### src/rtl/alu_seq_pkg.sv
// Shared opcode encodings, FSM state type and opcode helpers for alu_word_sequencer.
package alu_seq_pkg;

  localparam logic [2:0] OP_ADD  = 3'b000;
  localparam logic [2:0] OP_ADC  = 3'b001;
  localparam logic [2:0] OP_SUB  = 3'b010;
  localparam logic [2:0] OP_SBC  = 3'b011;
  localparam logic [2:0] OP_AND  = 3'b100;
  localparam logic [2:0] OP_OR   = 3'b101;
  localparam logic [2:0] OP_XOR  = 3'b110;
  localparam logic [2:0] OP_ANDN = 3'b111;

  typedef enum logic [1:0] {
    IDLE = 2'b00,
    EXEC = 2'b01,
    DONE = 2'b10
  } state_e;

  function automatic logic is_arith(input logic [2:0] op);
    return ~op[2];
  endfunction

endpackage

### src/rtl/alu_word_sequencer_byte_slicer.sv
// alu_byte_slicer: selects byte idx of the latched operands and maps the word
// opcode/carry onto the per-byte ALU operation. Drives zeros when not active.
module alu_byte_slicer
  import alu_seq_pkg::*;
#(
  parameter int NBYTES = 4,
  parameter int IDXW   = 2
) (
  input  logic                  active,
  input  logic [IDXW-1:0]       idx,
  input  logic [2:0]            op,
  input  logic                  cin,
  input  logic                  chain,
  input  logic [8*NBYTES-1:0]   a_word,
  input  logic [8*NBYTES-1:0]   b_word,
  output logic [7:0]            alu_a,
  output logic [7:0]            alu_b,
  output logic [2:0]            alu_op,
  output logic                  alu_cin
);

  // Byte select plus opcode/carry mapping; upper arithmetic bytes always chain.
  always_comb begin
    alu_a   = 8'h00;
    alu_b   = 8'h00;
    alu_op  = OP_ADD;
    alu_cin = 1'b0;
    if (active) begin
      alu_a = a_word[{idx, 3'b000} +: 8];
      alu_b = b_word[{idx, 3'b000} +: 8];
      if (idx == {IDXW{1'b0}}) begin
        alu_op  = op;
        alu_cin = ((op == OP_ADC) || (op == OP_SBC)) ? cin : 1'b0;
      end else if (is_arith(op)) begin
        alu_op  = op[1] ? OP_SBC : OP_ADC;
        alu_cin = chain;
      end else begin
        alu_op  = op;
        alu_cin = 1'b0;
      end
    end else begin
      alu_a   = 8'h00;
      alu_b   = 8'h00;
      alu_op  = OP_ADD;
      alu_cin = 1'b0;
    end
  end

endmodule

### src/rtl/alu_word_sequencer.sv
// alu_word_sequencer: runs an external 8-bit ALU over NBYTES slices, LSB first,
// chaining carry/borrow. Define ALU_SEQ_OVERFLOW_EN to add the signed overflow output.
module alu_word_sequencer
  import alu_seq_pkg::*;
#(
  parameter int NBYTES = 4
) (
  input  logic                  clk,
  input  logic                  rst,
  input  logic                  start,
  input  logic [2:0]            opcode,
  input  logic                  carryIn,
  input  logic [8*NBYTES-1:0]   operandA,
  input  logic [8*NBYTES-1:0]   operandB,
  output logic                  busy,
  output logic                  done,
  output logic [8*NBYTES-1:0]   result,
  output logic                  carryOut,
  output logic                  zero,
  output logic [7:0]            aluInputA,
  output logic [7:0]            aluInputB,
  output logic                  aluCarryIn,
  output logic [2:0]            aluOperation,
  input  logic [7:0]            aluResult,
  input  logic                  aluCarryOut,
  input  logic                  aluZero
`ifdef ALU_SEQ_OVERFLOW_EN
  ,
  output logic                  overflow
`endif
);

  localparam int W    = 8 * NBYTES;
  localparam int IDXW = (NBYTES > 1) ? $clog2(NBYTES) : 1;
  localparam logic [IDXW-1:0] LAST_IDX = IDXW'(NBYTES - 1);

  state_e           state_q, state_d;
  logic [IDXW-1:0]  idx_q, idx_d;
  logic [2:0]       op_q, op_d;
  logic             cin_q, cin_d;
  logic [W-1:0]     a_q, a_d;
  logic [W-1:0]     b_q, b_d;
  logic             chain_q, chain_d;
  logic [W-1:0]     result_q, result_d;
  logic             carry_out_q, carry_out_d;
  logic             zero_q, zero_d;
  logic             busy_q, busy_d;
  logic             done_q, done_d;
`ifdef ALU_SEQ_OVERFLOW_EN
  logic             overflow_q, overflow_d;
`endif

  // The word zero flag is computed locally; the per-byte ALU flag is not needed.
  logic unused_alu_zero;
  assign unused_alu_zero = aluZero;

  alu_byte_slicer #(
    .NBYTES (NBYTES),
    .IDXW   (IDXW)
  ) u_slicer (
    .active  (state_q == EXEC),
    .idx     (idx_q),
    .op      (op_q),
    .cin     (cin_q),
    .chain   (chain_q),
    .a_word  (a_q),
    .b_word  (b_q),
    .alu_a   (aluInputA),
    .alu_b   (aluInputB),
    .alu_op  (aluOperation),
    .alu_cin (aluCarryIn)
  );

  // Next-state, operand latching and result/flag accumulation.
  always_comb begin
    state_d     = state_q;
    idx_d       = idx_q;
    op_d        = op_q;
    cin_d       = cin_q;
    a_d         = a_q;
    b_d         = b_q;
    chain_d     = chain_q;
    result_d    = result_q;
    carry_out_d = carry_out_q;
    zero_d      = zero_q;
`ifdef ALU_SEQ_OVERFLOW_EN
    overflow_d  = overflow_q;
`endif
    case (state_q)
      IDLE: begin
        if (start) begin
          op_d     = opcode;
          cin_d    = carryIn;
          a_d      = operandA;
          b_d      = operandB;
          result_d = {W{1'b0}};
          chain_d  = 1'b0;
          idx_d    = {IDXW{1'b0}};
          state_d  = EXEC;
        end else begin
          state_d  = IDLE;
        end
      end
      EXEC: begin
        result_d[{idx_q, 3'b000} +: 8] = aluResult;
        chain_d = is_arith(op_q) ? aluCarryOut : 1'b0;
        if (idx_q == LAST_IDX) begin
          state_d     = DONE;
          carry_out_d = chain_d;
          zero_d      = (result_d == {W{1'b0}});
`ifdef ALU_SEQ_OVERFLOW_EN
          if (!is_arith(op_q)) begin
            overflow_d = 1'b0;
          end else if (op_q[1]) begin
            overflow_d = (a_q[W-1] != b_q[W-1]) && (result_d[W-1] != a_q[W-1]);
          end else begin
            overflow_d = (a_q[W-1] == b_q[W-1]) && (result_d[W-1] != a_q[W-1]);
          end
`endif
        end else begin
          idx_d = idx_q + IDXW'(1);
        end
      end
      DONE: begin
        state_d = IDLE;
      end
      default: begin
        state_d = IDLE;
      end
    endcase
    busy_d = (state_d != IDLE);
    done_d = (state_d == DONE);
  end

  // State and output registers with synchronous reset.
  always_ff @(posedge clk) begin
    if (rst) begin
      state_q     <= IDLE;
      idx_q       <= {IDXW{1'b0}};
      op_q        <= 3'b000;
      cin_q       <= 1'b0;
      a_q         <= {W{1'b0}};
      b_q         <= {W{1'b0}};
      chain_q     <= 1'b0;
      result_q    <= {W{1'b0}};
      carry_out_q <= 1'b0;
      zero_q      <= 1'b0;
      busy_q      <= 1'b0;
      done_q      <= 1'b0;
`ifdef ALU_SEQ_OVERFLOW_EN
      overflow_q  <= 1'b0;
`endif
    end else begin
      state_q     <= state_d;
      idx_q       <= idx_d;
      op_q        <= op_d;
      cin_q       <= cin_d;
      a_q         <= a_d;
      b_q         <= b_d;
      chain_q     <= chain_d;
      result_q    <= result_d;
      carry_out_q <= carry_out_d;
      zero_q      <= zero_d;
      busy_q      <= busy_d;
      done_q      <= done_d;
`ifdef ALU_SEQ_OVERFLOW_EN
      overflow_q  <= overflow_d;
`endif
    end
  end

  assign busy     = busy_q;
  assign done     = done_q;
  assign result   = result_q;
  assign carryOut = carry_out_q;
  assign zero     = zero_q;
`ifdef ALU_SEQ_OVERFLOW_EN
  assign overflow = overflow_q;
`endif

endmodule
### config.mk
export PLATFORM = sky130hd
export DESIGN_NAME = alu_word_sequencer
export DESIGN_NICKNAME = d
export VERILOG_FILES = /design/src/rtl/alu_seq_pkg.sv /design/src/rtl/alu_word_sequencer_byte_slicer.sv /design/src/rtl/alu_word_sequencer.sv
export SDC_FILE = /design/constraint.sdc
export NUM_CORES = 1
export LEC_CHECK = 0
export CORE_MARGIN = 2
export CORE_UTILIZATION = 45
export DETAILED_ROUTE_END_ITERATION = 6
export PLACE_DENSITY = 0.84
export SLEW_MARGIN = 20
export SYNTH_ARGS = -nofsm -noshare
export SYNTH_HDL_FRONTEND = slang
export SYNTH_SLANG_ARGS = --single-unit
### constraint.sdc
create_clock -name clk -period 3.59 [get_ports clk]
set_input_delay 1.077 -clock clk [delete_from_list [all_inputs] [get_ports clk]]
set_output_delay 1.077 -clock clk [all_outputs]
set_load 0.02 [all_outputs]
# ---- Word level (Yosys, flattened, before mapping)
# Cells that the tools add are included.
dict set report op_classes {
  addsub 2
  eq_ne 7
  shifts 4
  mux 22
  n_reduce_logical 10
}
# cell n
set op_table {}
lappend op_table {{$pmux W32 S2} 1}
lappend op_table {{$shiftx A32 B6 Y8} 2}
lappend op_table {{$bwmux W32} 1}
lappend op_table {{$logic_not A32 Y1} 1}
lappend op_table {{$mux W32} 1}
lappend op_table {{$shift A8 B7 Y32 const A} 1}
lappend op_table {{$shiftx A8 B7 Y32} 1}
lappend op_table {{$mux W8} 2}
lappend op_table {{$mux W3} 3}
lappend op_table {{$mux W2} 4}
lappend op_table {{$pmux W2 S2} 2}
lappend op_table {{$mux W1} 7}
lappend op_table {{$neg A5 Y7} 1}
lappend op_table {{$reduce_and A2 Y1} 3}
lappend op_table {{$eq A2 B2 Y1 const B} 2}
lappend op_table {{$logic_not A2 Y1} 2}
lappend op_table {{$ne A2 B2 Y1 const B} 2}
lappend op_table {{$reduce_bool A2 Y1} 2}
lappend op_table {{$eq A3 B1 Y1 const B} 1}
lappend op_table {{$eq A3 B2 Y1 const B} 1}
lappend op_table {{$reduce_and A3 Y1} 1}
lappend op_table {{$add A2 B1 Y2 const B} 1}
lappend op_table {{$eq A2 B1 Y1 const B} 1}
lappend op_table {{$pmux W1 S2} 1}
lappend op_table {{$logic_or A1 B1 Y1} 1}
dict set report totals {
  ff_bits 109
  input_bits 81
  out_inout_bits 56
  word_cells 57
}

# ---- Logic depth before layout (Yosys ltp)
dict set report depth {
  word_depth 5
  depth_mapped 10
  mapped_depth_nobuf 6
}

# ---- Cells and area by module
# A second synthesis with hierarchy kept.
dict set report hier_totals {
  cells_unflattened 577
  hier_area_um2 4783.3
}
# mod instances cells_per_inst area_per_inst_um2
set by_module_without_submodules {}
lappend by_module_without_submodules {alu_word_sequencer 1 512 4201.5}
lappend by_module_without_submodules {alu_byte_slicer 1 65 581.8}

# ---- Worst setup path before layout
# Ideal clock, no wire load.
dict set report synth_timing {
  path_kind {register -> output}
  startpoint {register idx_q[0]}
  endpoint {output aluCarryIn}
  arrival_time_ps 2157
  required_ps 2513
  setup_slack_ps 356
  path_stages_with_launch 9
  path_buffers 3
  path_cell_list {dfxtp_1 > clkbuf_1 > buf_1 > inv_1 > ha_1 > clkbuf_1 > nor2b_1 > a31oi_1 > nor3_1}
}
dict set report synth_via {
  elab_chain_cells 3
}
# element line
set synth_lines {}
lappend synth_lines {{from (decl)} alu_word_sequencer.sv:38} ;# logic [IDXW-1:0] idx_q, idx_d;
lappend synth_lines {{from (signal assigned)} alu_word_sequencer.sv:139} ;# idx_q <= {IDXW{1'b0}};
lappend synth_lines {{from (signal assigned)} alu_word_sequencer.sv:155} ;# idx_q <= idx_d;
lappend synth_lines {{$logic_not A2 Y1} alu_word_sequencer_byte_slicer.sv:31} ;# if (idx == {IDXW{1'b0}}) begin
lappend synth_lines {{$mux W1} alu_word_sequencer_byte_slicer.sv:31}
lappend synth_lines {{$mux W1} alu_word_sequencer_byte_slicer.sv:28} ;# if (active) begin
lappend synth_lines {{to (decl)} alu_word_sequencer.sv:22} ;# output logic aluCarryIn,
# Every way passes these cells.

# ---- Worst setup path after layout
dict set report layout_timing {
  startpoint {register state_q[0]}
  endpoint {output aluInputA[0]}
}
dict set report layout_via {
  elab_chain_cells 2
}
# element line
set layout_lines {}
lappend layout_lines {{from (decl)} alu_word_sequencer.sv:37} ;# state_e state_q, state_d;
lappend layout_lines {{from (signal assigned)} alu_word_sequencer.sv:154} ;# state_q <= state_d;
lappend layout_lines {{$eq A2 B1 Y1} alu_word_sequencer.sv:61} ;# .active (state_q == EXEC),
lappend layout_lines {{$mux W8} alu_word_sequencer_byte_slicer.sv:28}
lappend layout_lines {{to (decl)} alu_word_sequencer.sv:20} ;# output logic [7:0] aluInputA,
# Every way passes these cells.

==> flow_metrics.env <==
export IMPL_period_share_pct=94.23
export IMPL_max_freq_ghz=0.2956
export IMPL_worstSetupPathType="reg -> out"
export IMPL_reg2reg_depth=7
export IMPL_cts_sinks=109
export IMPL_critPathArrivalTime_ns=2.31
export IMPL_grt_pass1_vias=4125
export IMPL_yosysSeqAreaShare_pct=47.02
export IMPL_drive_gt1_share_pct=7.496
export IMPL_port_buffers=135
export IMPL_min_to="a_q[19]$_SDFFE_PP0P_"
export IMPL_hold_depth=2
export IMPL_dpl_hpwl_mm=8.388
export IMPL_routed_wl_mm=12.04
export IMPL_cts_root_buf="clkbuf_8"
export IMPL_grt_pass1_wl_mm=19.44
export IMPL_pwr_share_comb_pct=16.4
export IMPL_ant_nets=0
export IMPL_drv_cap=0
export IMPL_synth_area_per_cell_sq_um=8.515
export IMPL_synth_cell_types=42
export IMPL_clk_pin_slew_worst_paths_ns=0.10
export IMPL_r2r_end="result[9]$_SDFFE_PP0P_"
export IMPL_rsz0062_at_grt="false"
export IMPL_startpoint_type="flip-flop"
export IMPL_pwr_share_seq_pct=53.3
export IMPL_viasPerCell=5.331
export IMPL_clk_path_buf_depth=2
export IMPL_die_w_microns=105.6
export IMPL_p_sw_share_pct=26.43
export IMPL_hold_path_class="reg -> reg"
export IMPL_crit_required_ns=2.51
export IMPL_critical_path_max_stage_delay_ns=0.62
export IMPL_ios=137
export IMPL_worstMarginPinSlew_ns=1.092
export IMPL_path_cells="nor2b_2 -> buf_4 -> and2_1 -> clkdlybuf4s50_1"
export IMPL_synth_warning_count=0
export IMPL_grt_ovfl_total=0
export IMPL_powerDensity_mw_per_mm2=385.5
export IMPL_drc=0
export IMPL_reg2reg_setup_slack_ns=1.23
export IMPL_outcome="completed"
export IMPL_reg2reg_from="idx_q[1]$_SDFFE_PP0P_"
export IMPL_gp_congestion=0.9148
export IMPL_max_vdd_ir_drop_mv=0.2281
export IMPL_critical_path_top_delay_family="buffers and inverters"
export IMPL_min_delay_start="a_q[19]$_SDFFE_PP0P_"
export IMPL_p_clk_share_pct=30.3
export IMPL_finClkSkew_ns=0.01203
export IMPL_finalHoldViolations=0
export IMPL_drt_pass1_iterations=5
export IMPL_htreeDepth=3
export IMPL_synth_edff_count=0
export IMPL_yosys_area_top_type="dfxtp_1"
export IMPL_async_reset_ff_share_pct=0
export IMPL_syn_area_sq_mm=0.004641
export IMPL_final_nets=749
export IMPL_rows=37
export IMPL_cp_slowest_cell="clkdlybuf4s50_1"
export IMPL_netlist_instances=545
export IMPL_drtIter0Drc=253
export IMPL_finalSetupViolations=0
export IMPL_postCtsResizedCells=0
export IMPL_synth_nets=632
export IMPL_antenna_found_initial=0
export IMPL_synth_flop_cell="dfxtp_1"
export IMPL_worst_path_buf_inv=2
export IMPL_drv_slew=0
export IMPL_slew_limit_headroom_pct=27.19
export IMPL_intPower_mw=1.786
export IMPL_num_antenna_cells=0
export IMPL_cts_tree="done"
export IMPL_grt_util_all_layers_pct=21.42
export IMPL_area_delta_synth_final_pct=35.70
export IMPL_post_cts_buffers=0
export IMPL_yosysTopAreaCellShare_pct=47.02
export IMPL_power_switching_uw=641.6
export IMPL_p_leak_nw=2.280
export IMPL_ctsHoldBuffers=0
export IMPL_num_vias=4281
export IMPL_dieArea_sq_mm=0.01114
export IMPL_clkLatencyLatePin_ns=0.37
export IMPL_start_util_pct=45.57
export IMPL_synth_seq_cells=109
export IMPL_cts_buffers=9
export IMPL_grt_start_max_net_pins=111
export IMPL_worstSetupEndpointType="primary output"
export IMPL_power_mw=2.427
export IMPL_synth_area_leaders="dfxtp_1 47%, nand2_1 12%, a21oi_1 8.0%, mux4_2 7.8%, a22oi_1 5.2%"
export IMPL_routedWlPerCell_microns=15.00
export IMPL_core_area_sq_mm=0.01018
export IMPL_crit_fanout=21
export IMPL_fp_dieH_microns=105.6
export IMPL_finalSetupTns_ns=0
export IMPL_period_needed_ns=3.383
==> worst reg2reg max path, stage by stage, from the launching register on <==
cell,delay [ns]
dfxtp_1,0.34
buf_4,0.18
inv_1,0.09
ha_1,0.46
or3b_2,0.50
nor3_2,0.44
a22oi_1,0.18
nor2_1,0.10
==> worst max path at each step <==
stage	startpoint	to	depth (start not counted)
5_1_grt	idx_q[1]$_SDFFE_PP0P_	aluCarryIn	7
2_1_floorplan	idx_q[0]$_SDFFE_PP0P_	aluCarryIn	8
3_3_place_gp	aluResult[4]	zero$_SDFFE_PP0P_	5
6_report	state_q[0]$_SDFF_PP0_	aluInputA[0]	4
4_1_cts	idx_q[1]$_SDFFE_PP0P_	aluCarryIn	7
3_5_place_dp	aluResult[4]	zero$_SDFFE_PP0P_	5
==> sequential cells by signal (all words and copies together) (netlist names), 2 cells and up <==
register and flops:
op_q 3, result 32, idx_q 2, state_q 2, a_q 32, b_q 32
==> synthesized netlist by cell type, types with 4 or more instances <==
cell	number
nand2_1	145
dfxtp_1	109
a21oi_1	74
nor2_1	44
clkbuf_1	36
a22oi_1	32
and2_1	18
mux4_2	16
ha_1	6
nor4_1	6
a21o_1	5
nor2b_1	5
nor3_1	4
==> cells in the final DEF (no fill, tap or decap), types with 3 or more instances in the layout <==
cell type and count:
nand3b_1 3, mux4_2 16, a21o_1 5, clkinvlp_4 3, nor2_1 44, nor3_1 4
a22oi_1 32, a21oi_1 74, inv_1 3, nand2_1 145, clkdlybuf4s50_1 134, and2_1 18
nor4_1 6, buf_4 13, ha_1 6, dfxtp_1 108, nor2b_1 4, clkbuf_8 9
==> logic make-up after synthesis <==
group           after synthesis  synth area share [%]
simple gates                246                 23.65
mux                          16                 7.765
compound gates              124                 16.34
flops                       109                 47.02
fa+ha+maj                     6                 1.618
buf+inv                      44                 3.613
==> routing by layer <==
layer	global-route usage [%]	share of wire, %	vias up
met2	36.87	50	135
met4	6.955	1.6	0
met3	3.772	5.3	19
met1	27.27	43	2019
li1	-	-	2108
met5	0	0	-
==> through the flow <==
stage,area [sq um],hold WS [ns],utilization [%],setup WS (ns),cells
2_1_floorplan,4641,0.4317,-,0.3555,545
6_report,6297,0.4586,61.83,0.2073,803
5_1_grt,6297,0.4777,61.83,0.04419,803
3_5_place_dp,6105,0.4454,59.94,0.4644,787
4_1_cts,6297,0.4595,61.83,0.1995,803
3_3_place_gp,6102,0.4379,59.91,0.4545,787
==> power by group through the flow <==
stage,clock (mW),sequential [mW],combinational [mW]
after floorplan,0,1.32,0.220
after global placement,0,1.32,0.391
after detailed placement,0,1.32,0.398
after CTS,0.742,1.29,0.400
after global routing,0.797,1.30,0.435
final,0.736,1.29,0.399
==> cell type report <==
cell class              count  area, sq um
multi-input cells         392         2301
inverters                   3        11.26
repair buffers            147         1439
clock inverters             5        61.31
clock buffers              11        131.4
well taps                 136        170.2
flip-flops and latches    109         2183
fillers                   901         3887
No activity file was read; power rests on OpenSTA's default activity.
